`src/rtl/mem_stage.sv`:
```
// mem_stage: pipeline MEM stage front-end for a single-port data cache.
//
// A valid, aligned load/store in the EX/MEM slot is accepted in IDLE. The
// request (address, byte mask, lane-shifted write data, strobes) is registered
// toward the cache and held unchanged in ACCESS until the cache answers with a
// one-cycle data_resp pulse. Upstream stages are frozen via stall_o while the
// access is pending. Misaligned accesses are flagged and never issued.
//
// Build option: define MEM_STALL_CNT_EN to include a saturating counter of
// stalled cycles on stall_cycles_o; without it the output is tied to zero.

module mem_stage #(
  parameter int STALL_CNT_W = 32
) (
  input  logic                   clk,
  input  logic                   rst,
  input  logic                   valid_in,
  input  logic                   is_load,
  input  logic                   is_store,
  input  logic [2:0]             funct3,
  input  logic [31:0]            addr,
  input  logic [31:0]            store_data,
  output logic                   data_read,
  output logic                   data_write,
  output logic [31:0]            data_addr,
  output logic [3:0]             data_mbe,
  output logic [31:0]            data_wdata,
  input  logic [31:0]            data_rdata,
  input  logic                   data_resp,
  output logic [31:0]            rdata_o,
  output logic                   resp_o,
  output logic [3:0]             mem_byte_en_o,
  output logic                   stall_o,
  output logic                   misalign_o,
  output logic [STALL_CNT_W-1:0] stall_cycles_o
);

  typedef enum logic [0:0] {
    IDLE   = 1'b0,
    ACCESS = 1'b1
  } state_t;

  // Halfword needs bit 0 clear, word needs both low bits clear.
  function automatic logic is_misaligned(input logic [2:0] f3, input logic [1:0] a);
    logic mis;
    case (f3)
      3'b001, 3'b101: mis = a[0];
      3'b010:         mis = (a != 2'b00);
      default:        mis = 1'b0;
    endcase
    return mis;
  endfunction

  // Byte lanes touched by the access within the 32-bit word.
  function automatic logic [3:0] lane_mask(input logic [2:0] f3, input logic [1:0] a);
    logic [3:0] m;
    case (f3)
      3'b000, 3'b100: m = 4'b0001 << a;
      3'b001, 3'b101: m = 4'b0011 << {a[1], 1'b0};
      default:        m = 4'b1111;
    endcase
    return m;
  endfunction

  // Move store data onto the lanes selected by the low address bits.
  function automatic logic [31:0] lane_wdata(input logic [2:0] f3, input logic [1:0] a,
                                             input logic [31:0] d);
    logic [31:0] w;
    case (f3)
      3'b000, 3'b100: w = d << {a, 3'b000};
      3'b001, 3'b101: w = d << {a[1], 4'b0000};
      default:        w = d;
    endcase
    return w;
  endfunction

  state_t      state_r;
  state_t      state_next_s;
  logic        mem_op_s;
  logic        misaligned_s;
  logic        req_s;
  logic [3:0]  mask_s;
  logic        data_read_r;
  logic        data_write_r;
  logic [31:0] data_addr_r;
  logic [3:0]  data_mbe_r;
  logic [31:0] data_wdata_r;
  logic [3:0]  lane_r;

  assign mem_op_s     = valid_in & (is_load | is_store);
  assign misaligned_s = mem_op_s & is_misaligned(funct3, addr[1:0]);
  assign req_s        = (state_r == IDLE) & mem_op_s & ~misaligned_s;
  assign mask_s       = lane_mask(funct3, addr[1:0]);

  // Next-state: accept in IDLE, leave ACCESS on the cache response.
  always_comb begin
    state_next_s = state_r;
    case (state_r)
      IDLE: begin
        if (req_s) begin
          state_next_s = ACCESS;
        end else begin
          state_next_s = IDLE;
        end
      end
      ACCESS: begin
        if (data_resp) begin
          state_next_s = IDLE;
        end else begin
          state_next_s = ACCESS;
        end
      end
      default: state_next_s = IDLE;
    endcase
  end

  // State register; reset abandons any outstanding access.
  always_ff @(posedge clk) begin
    if (rst) begin
      state_r <= IDLE;
    end else begin
      state_r <= state_next_s;
    end
  end

  // Combinational handshake outputs; reset masks them in its own cycle.
  always_comb begin
    stall_o    = 1'b0;
    resp_o     = 1'b0;
    misalign_o = 1'b0;
    rdata_o    = data_rdata;
    if (rst) begin
      stall_o    = 1'b0;
      resp_o     = 1'b0;
      misalign_o = 1'b0;
    end else begin
      case (state_r)
        IDLE: begin
          stall_o    = req_s;
          misalign_o = misaligned_s;
        end
        ACCESS: begin
          stall_o = ~data_resp;
          resp_o  = data_resp;
        end
        default: begin
          stall_o = 1'b0;
          resp_o  = 1'b0;
        end
      endcase
    end
  end

  // Cache request registers: captured on accept, frozen during ACCESS.
  always_ff @(posedge clk) begin
    if (rst) begin
      data_read_r  <= 1'b0;
      data_write_r <= 1'b0;
      data_addr_r  <= 32'h0000_0000;
      data_mbe_r   <= 4'b0000;
      data_wdata_r <= 32'h0000_0000;
      lane_r       <= 4'b0000;
    end else begin
      case (state_r)
        IDLE: begin
          if (req_s) begin
            data_read_r  <= is_load;
            data_write_r <= is_store;
            data_addr_r  <= {addr[31:2], 2'b00};
            data_mbe_r   <= is_store ? mask_s : 4'b1111;
            data_wdata_r <= lane_wdata(funct3, addr[1:0], store_data);
            lane_r       <= mask_s;
          end
        end
        ACCESS: begin
          if (data_resp) begin
            data_read_r  <= 1'b0;
            data_write_r <= 1'b0;
            lane_r       <= 4'b0000;
          end
        end
        default: begin
          data_read_r  <= 1'b0;
          data_write_r <= 1'b0;
          lane_r       <= 4'b0000;
        end
      endcase
    end
  end

  assign data_read     = data_read_r;
  assign data_write    = data_write_r;
  assign data_addr     = data_addr_r;
  assign data_mbe      = data_mbe_r;
  assign data_wdata    = data_wdata_r;
  assign mem_byte_en_o = lane_r;

`ifdef MEM_STALL_CNT_EN
  logic [STALL_CNT_W-1:0] stall_cnt_r;

  // Saturating count of cycles in which upstream was frozen.
  always_ff @(posedge clk) begin
    if (rst) begin
      stall_cnt_r <= '0;
    end else if (stall_o && (stall_cnt_r != {STALL_CNT_W{1'b1}})) begin
      stall_cnt_r <= stall_cnt_r + {{(STALL_CNT_W-1){1'b0}}, 1'b1};
    end else begin
      stall_cnt_r <= stall_cnt_r;
    end
  end

  assign stall_cycles_o = stall_cnt_r;
`else
  assign stall_cycles_o = '0;
`endif

endmodule

```
`config.mk`:
```
export PLATFORM = sky130hd
export DESIGN_NAME = mem_stage
export DESIGN_NICKNAME = d
export VERILOG_FILES = /design/src/rtl/mem_stage.sv
export SDC_FILE = /design/constraint.sdc
export NUM_CORES = 1
export LEC_CHECK = 0
export CAP_MARGIN = 40
export CORE_ASPECT_RATIO = 1.4
export CORE_MARGIN = 3
export CORE_UTILIZATION = 38
export CTS_CLUSTER_DIAMETER = 80
export DETAILED_ROUTE_END_ITERATION = 6
export PLACE_DENSITY = 0.81
export SLEW_MARGIN = 20
export SYNTH_ARGS = -nofsm -noshare
export SYNTH_HDL_FRONTEND = slang
export SYNTH_SLANG_ARGS = --single-unit
```
`constraint.sdc`:
```
create_clock -name clk -period 1.62 [get_ports clk]
set_input_delay 0.162 -clock clk [delete_from_list [all_inputs] [get_ports clk]]
set_output_delay 0.162 -clock clk [all_outputs]
set_load 0.1 [all_outputs]
```
---- Word-level counts from Yosys, hierarchy flattened ----
Cells that the tools add are included.
storage, ports and cells
  bits in read-only memories .............. 0
  output and inout bits ................... 141
  bits in writable memories ............... 0
  bits in registers ....................... 73
  memories ................................ 0
  latch bits .............................. 0
  word-level logic and storage cells ...... 52
operators by class
  shift-type cells ........................ 4
  add/subtract/negate cells ............... 0
  order comparisons ....................... 0
  equality and inequality tests ........... 6
  multiplexer cells ....................... 21
  $mul .................................... 0
  bitwise logic cells ..................... 8
  div/mod/pow operators ................... 0
  reductions and logical operators ........ 6
operators with widths
  cell                                                  count
  case mux 32 bit (2 select lines)                      1
  left shift 32 x 5 -> 32 bit                           2
  case mux 4 bit (2 select lines)                       2
  2-to-1 mux 4 bit                                      3
  2-to-1 mux 1 bit                                      10
  case mux 1 bit (2 select lines)                       5
  equality test 3 bit (second input constant)           2
  bitwise AND 1 bit                                     4
  != test 2 bit (second input constant)                 2
  AND reduction 2 bit                                   2
  OR reduction 2 bit                                    2
  left shift 1 x 2 -> 4 bit (first input constant)      1
  left shift 2 x 2 -> 4 bit (first input constant)      1
  equality test 3 x 1 -> 1 bit (second input constant)  1
  equality test 3 x 2 -> 1 bit (second input constant)  1
  zero test 3 bit                                       1
  inverter 1 bit                                        3
  nonzero test 2 bit                                    1
  OR 1 bit                                              1

---- Longest topological paths before layout ----
Gate-level depths: netlist (run 1).
  depth after elaboration ................. 8
  gate-level depth with buffers ........... 7

---- Least setup slack after synthesis (run 1) ----
Ideal clock, no wire load.
  kind .................................... input-to-output
  start point ............................. in funct3[1]
  end point ............................... out misalign_o
  cell stages on the path ................. 5
  path buffers ............................ 2
  setup slack ............................. -1.614 ns
  data required time ...................... 1.458 ns
  arrival time ............................ 3.072 ns
  cell sequence ........................... inv_2 > o41a_1 > clkbuf_1 > buf_2 > nor3_1
between the ends
  word-level cells in the longest chain between the ends .. 6
  elaborated cells on any way between the ends .. 8
  those cells by class .................... 3 x eq/ne; 3 x mux; 1 x bitwise; 1 x reduce/logical
RTL lines
  what                                                                        RTL line  source
  start: declaration                                                          20        input logic [2:0] funct3,
  equality test 3 x 1 -> 1 bit / equality test 3 bit (equally long branches)  46        case (f3)
  OR reduction 2 bit                                                          46
  case mux 1 bit (2 select lines) *                                           46
  bitwise AND 1 bit *                                                         91        assign misaligned_s = mem_op_s & is_misaligned(funct3, addr[1:0]);
  2-to-1 mux 1 bit *                                                          137       case (state_r)
  2-to-1 mux 1 bit *                                                          132       if (rst) begin
  end: declaration                                                            34        output logic misalign_o,
Mark *: on every way between the ends. The rest lies on a longest branch, timed or not.

---- Worst setup path after layout (run 1) ----
  start point ............................. in is_store
  end point ............................... out stall_o
between the ends
  word-level cells in the longest chain between the ends .. 7
  elaborated cells on any way between the ends .. 8
  those cells by class .................... 2 x mux; 6 x bitwise
RTL lines
  what                               RTL line  source
  start: declaration                 19        input logic is_store,
  OR 1 bit *                         90        assign mem_op_s = valid_in & (is_load | is_store);
  bitwise AND 1 bit *                90
  bitwise AND 1 bit                  91
  inverter 1 bit                     92        assign req_s = (state_r == IDLE) & mem_op_s & ~misaligned_s;
  bitwise AND 1 bit *                92
  case mux 1 bit (2 select lines) *  137
  2-to-1 mux 1 bit *                 132
  end: declaration                   33        output logic stall_o,
Marked as above.

==> results.json, run 1 <==
{
  "status": "finished, final reports clean",
  "htree_levels": 3,
  "portBuffers": 147,
  "finalWirelength_mm": 14.96,
  "fill_cells": 855,
  "timing.final.setup_violations": 0,
  "synth_top_area_cell": "dfxtp_1",
  "place_congestion": 0.9779,
  "hold_viol": 0,
  "min_path_type": "input port to flop",
  "crit_path_end_kind": "primary output",
  "dp.cells": 756,
  "worst_ep_arrival_time_ns": 1.41,
  "core_area_um2": 10520,
  "cp.required_ns": 1.46,
  "yosysUniqueCellTypes": 43,
  "crit_type": "input port to primary output",
  "fin_nets": 738,
  "grt_pass1_wl_mm": 22.88,
  "synth_edf_count": 0,
  "synthTopCellsByArea": "dfxtp_1 35%, buf_4 12%, a21oi_1 7.8%",
  "placed_cell_area_um2": 6461,
  "vias_per_cell": 5.373,
  "yosysWarnings": 0,
  "period_needed_ns": 1.571,
  "async_flop_share_pct": 0,
  "post_synth.cell_area_avg_um2": 8.288,
  "row_count": 44,
  "drc_errors": 0,
  "numCtsBuffers": 9,
  "cp_max_fo": 4,
  "top_usage_layer": "met2",
  "utilization_pct": 64.72,
  "io_pins": 246,
  "grt_max_degree": 40,
  "rsz0062_at_grt": "true",
  "post-place-ws_ns": -0.4856,
  "cap_violations": 0,
  "yosysTopAreaCellShare_pct": 35.05,
  "r2r_cells": 6,
  "vias": 4175,
  "stdcell_area_um2": 6805,
  "overflow": 0,
  "antenna_found_initial": 0,
  "instances_no_fill": 777,
  "final_common_cell": "buf_12",
  "drtIter0Drc": 147,
  "drive_gt1_share_pct": 29.00,
  "clockBufferDepth": 2,
  "use_met1_pct": 24.78,
  "timing.final.crit_share_pct": 97.00,
  "setup_slack_ns": 0.04854,
  "die_y_um": 129.9,
  "hold_depth": 3,
  "ant_nets": 0,
  "clock_latency_ns": 0.33,
  "multi_input_area_um2": 2140,
  "die-area_um2": 12280,
  "track_usage_pct": 24.36,
  "areaGrowthSynthToFinish_pct": 63.24,
  "power.density_nw_per_um2": 986.9,
  "ys_ff_latch": 73,
  "initial_utilization_pct": 39.65,
  "synthesis.area_um2": 4169,
  "skew_ns": 0.007272,
  "wl_per_cell_um": 19.25,
  "dp_hpwl_mm": 11.57,
  "cts_tree": "done",
  "grt_pass1_vias": 4315,
  "regArea_um2": 1463,
  "maxSlewViolCount": 0,
  "power_leakage_nw": 2.632,
  "synth_cells": 503,
  "clk_pin_slew_ns": 0.06,
  "ys_seq_area_share_pct": 35.05,
  "r2r_setup_slack_ns": 0.09,
  "clockRootBuffer": "clkbuf_16",
  "gr-usage-met2_pct": 44.69,
  "first_pass_iters": 5,
  "mostFrequentLayoutCells": "82 x buf_12, 72 x dfxtp_1, 65 x a21oi_1, 65 x clkdlybuf4s50_1, 46 x buf_4",
  "max_freq_ghz": 0.6364,
  "peakVddDrop_mv": 0.4931,
  "grt.met3_usage_pct": 4.960,
  "start_kind": "input port",
  "cts.sinks": 73,
  "synth-main-ff-cell": "dfxtp_1",
  "die_w_um": 94.53
}
[layout make-up]
cell class / instances / share of cell area (%)
antenna: 1 / 0.03677
clock buffer: 11 / 3.567
clock inverter: 5 / 0.4596
inverter: 9 / 0.5332
multi-input combinational: 337 / 31.44
sequential: 73 / 21.49
tap: 138 / 2.537
timing repair buffer: 203 / 39.93
[sequential cells by signal (all words and copies together), names as in the netlist]
signal	count
data_read	1
mem_byte_en_o	4
data_wdata	32
data_mbe	4
data_write	1
state_r	1
data_addr	30
[synth_stat cells (all sizes together) (2+ instances only)]
cell     instances
nand3           35
a2bb2oi         17
nand2           32
nor4bb           8
nand4            8
clkbuf          26
o21ai           40
dfxtp           73
a21o             7
a211oi           9
nor3             3
nor2            15
o211ai           8
a32o             7
buf             91
a31oi            8
nand2b           9
a311oi          10
nor2b            2
or3              2
a21oi           65
o32ai            7
inv              9
[path summary, 6_finish.rpt]
| check | from | to |
|---|---|---|
| max | is_store | stall_o |
| min | rst | data_addr[19] |
| max reg2reg | state_r | data_wdata[24] |
| min reg2reg | data_addr[9] | data_addr[9] |
[per-stage QoR]
step                hold WS (ns)  setup TNS, ns  total power, W
finish                    0.2665              0        0.006716
global route              0.2892      -0.001327        0.006967
CTS                       0.2599              0        0.006761
detailed placement        0.3247         -29.50        0.004900
global placement          0.3247         -25.57        0.004864
floorplan                 0.2719        -0.3102        0.004265
[routing by layer]
metal | share of wire, % | routed length [µm]
met1 | 34 | 5157
met2 | 53 | 7929
met3 | 6.6 | 988
met4 | 5.9 | 881
met5 | 0 | 0
[cells by family (layout without fill, tap and decap cells)]
family / count (synthesis) / after routing / share of synthesized area, %
buf+inv: 126 / 228 / 18.40
flops: 73 / 73 / 35.05
compound gates: 185 / 185 / 31.45
mux: 1 / 1 / 0.2401
other cells: 1 / 35 / 0.08995
simple gates: 117 / 117 / 14.77
[power breakdown]
part           leakage [nW]  internal [W]  switching, W  total, W
combinational          1.90      0.000978       0.00185   0.00283
sequential            0.599       0.00193      0.000134   0.00206
clock                 0.135       0.00107      0.000754   0.00183
total                  2.63       0.00398       0.00274   0.00672
[repair_timing]
action / 4_1_cts / 5_1_grt
gates cloned: 1 / 0
setup endpoints to repair: 65 / 20
buffers inserted: 3 / 1
pin swaps: 4 / 4
hold buffers: 0 / 0
resized for setup: 16 / 7
hold endpoints to repair: 0 / 0
[worst max-delay path, cell delays in order]
cell and delay [ns]:
clkdlybuf4s50_1 0.44, buf_4 0.16, o211a_4 0.27, a2bb2oi_4 0.15
nor2_4 0.06, buf_12 0.16
Power figures use the tool's default switching activity.
==> run 2: changes to the inputs <==
--- a/config.mk
+++ b/config.mk
@@ -12,6 +12,7 @@
 export CTS_CLUSTER_DIAMETER = 80
 export DETAILED_ROUTE_END_ITERATION = 6
 export PLACE_DENSITY = 0.81
+export SETUP_SLACK_MARGIN = 0.2
 export SLEW_MARGIN = 20
 export SYNTH_ARGS = -nofsm -noshare
 export SYNTH_HDL_FRONTEND = slang
==> results.json, run 2 (synthesized netlist as in run 1, its figures left out) <==
{
  "portBuffers": 147,
  "overflow": 0,
  "drtIter0Drc": 266,
  "antenna_found_initial": 0,
  "die-area_um2": 12280,
  "drc_errors": 0,
  "largest_register_ffs": 32,
  "max_freq_ghz": 0.6441,
  "rsz0062_at_grt": "true",
  "crit_slowest_cell": "or3_4",
  "die_y_um": 129.9,
  "dp_hpwl_mm": 11.22,
  "path_buf_inv": 3,
  "crit_family": "buffers and inverters",
  "mostFrequentLayoutCells": "87 x buf_12, 72 x dfxtp_1, 64 x a21oi_1, 64 x clkdlybuf4s50_1, 43 x buf_4",
  "grt_pass1_wl_mm": 23.42,
  "cp_slowest_stage_delay_ns": 0.35,
  "slew_headroom_pct": 54.20,
  "cp_max_fo": 8,
  "place_congestion": 0.9137,
  "vias_per_cell": 5.583,
  "placed_cell_area_um2": 6474,
  "clockBufferDepth": 2,
  "ant_nets": 0,
  "clockRootBuffer": "clkbuf_16",
  "cts_tree": "done",
  "vias": 4405,
  "numCtsBuffers": 9,
  "start_kind": "flop",
  "stdcell_area_um2": 7179,
  "grt_pass1_vias": 4535,
  "instances_no_fill": 789,
  "crit_path_end_kind": "flop",
  "dp.cells": 755,
  "maxSlewViolCount": 0,
  "routed-wl-met2_mm": 8.063,
  "first_pass_iters": 4,
  "die_w_um": 94.53,
  "peakVddDrop_mv": 0.5649,
  "fill_cells": 819,
  "clk_pin_slew_ns": 0.06,
  "whs_ns": 0.3200,
  "wl_per_cell_um": 19.85,
  "drive_gt1_share_pct": 33.18,
  "power_leakage_nw": 2.774,
  "areaGrowthSynthToFinish_pct": 72.21,
  "final_common_cell": "buf_12",
  "cp.required_ns": 1.87,
  "core_area_um2": 10520,
  "dr_wl_met3_mm": 1.188,
  "power.density_nw_per_um2": 990.8,
  "worst_pin_slew_ns": 0.6870,
  "period_needed_ns": 1.553,
  "min_path_type": "input port to flop",
  "highest_layer": "met4",
  "status": "finished, final reports clean",
  "timing.final.setup_violations": 0,
  "antenna_cells": 0,
  "track_usage_pct": 24.67,
  "cts_hold_buf": 0,
  "finalWirelength_mm": 15.66,
  "crit_type": "flop to flop",
  "hold_viol": 0,
  "wl_met1_mm": 5.525,
  "skew_ns": 0.008358,
  "cap_violations": 0,
  "worst_ep_arrival_time_ns": 1.80,
  "io_pins": 246,
  "cts.sinks": 73,
  "initial_utilization_pct": 39.65,
  "row_count": 44,
  "grt_max_degree": 56,
  "timing.final.crit_share_pct": 95.84,
  "fin_nets": 752,
  "clock_latency_ns": 0.33,
  "crit_chain": "inv_2 > o211ai_1 > buf_4 > or3_4 > buf_12 > o32ai_2",
  "htree_levels": 3
}
[run 2: cell type report]
class | count | area (µm²) | share of cell area, %
Tap cell | 138 | 172.7 | 2.405
Inverter | 9 | 36.28 | 0.5054
Clock inverter | 4 | 51.30 | 0.7145
Sequential cell | 73 | 1463 | 20.37
Multi-Input combinational cell | 337 | 2238 | 31.18
Clock buffer | 11 | 252.7 | 3.520
Timing Repair Buffer | 217 | 2965 | 41.30
[run 2: worst paths after layout]
check                                       to           from  slack (ns)  depth (start not counted)
worst max-delay path            data_wdata[29]        state_r        0.07                          6
worst min-delay path                 data_read        is_load        0.32                          3
worst max register to register  data_wdata[29]        state_r        0.07                          6
worst min register to register   data_addr[13]  data_addr[13]        0.51                          2
[run 2: worst min-delay path: stages]
cell           delay, ns
dlygate4sd2_1       0.28
nand3_1             0.09
a21oi_1             0.06
[run 2: through the flow]
step / setup WS (ns) / power, W / util [%] / setup TNS [ns]
floorplan: -0.1605 / 0.004272 / - / -0.1605
global placement: -0.3899 / 0.004876 / 61.57 / -22.46
detailed placement: -0.4237 / 0.004913 / 61.57 / -25.99
CTS: 0.07794 / 0.007053 / 66.60 / 0
global route: 0.02473 / 0.007355 / 68.28 / 0
finish: 0.06736 / 0.007114 / 68.28 / 0
[run 2: what timing repair did]
action	4_1_cts	5_1_grt
resized for setup	44	38
endpoints found under the setup margin	75	71
gates cloned	2	3
buffers inserted	10	4
pin swaps	12	9
[run 2: power by group]
group	switching [W]	total [W]	internal, W
Combinational	0.00192	0.00300	0.00108
Clock	0.000778	0.00205	0.00127
Sequential	0.000140	0.00206	0.00193
[run 2: routing by layer]
layer / up-vias / track usage [%]
met1: 2083 / 25.68
met2: 230 / 43.85
met5: - / 0
li1: 2025 / -
met3: 67 / 5.248
met4: 0 / 16.91
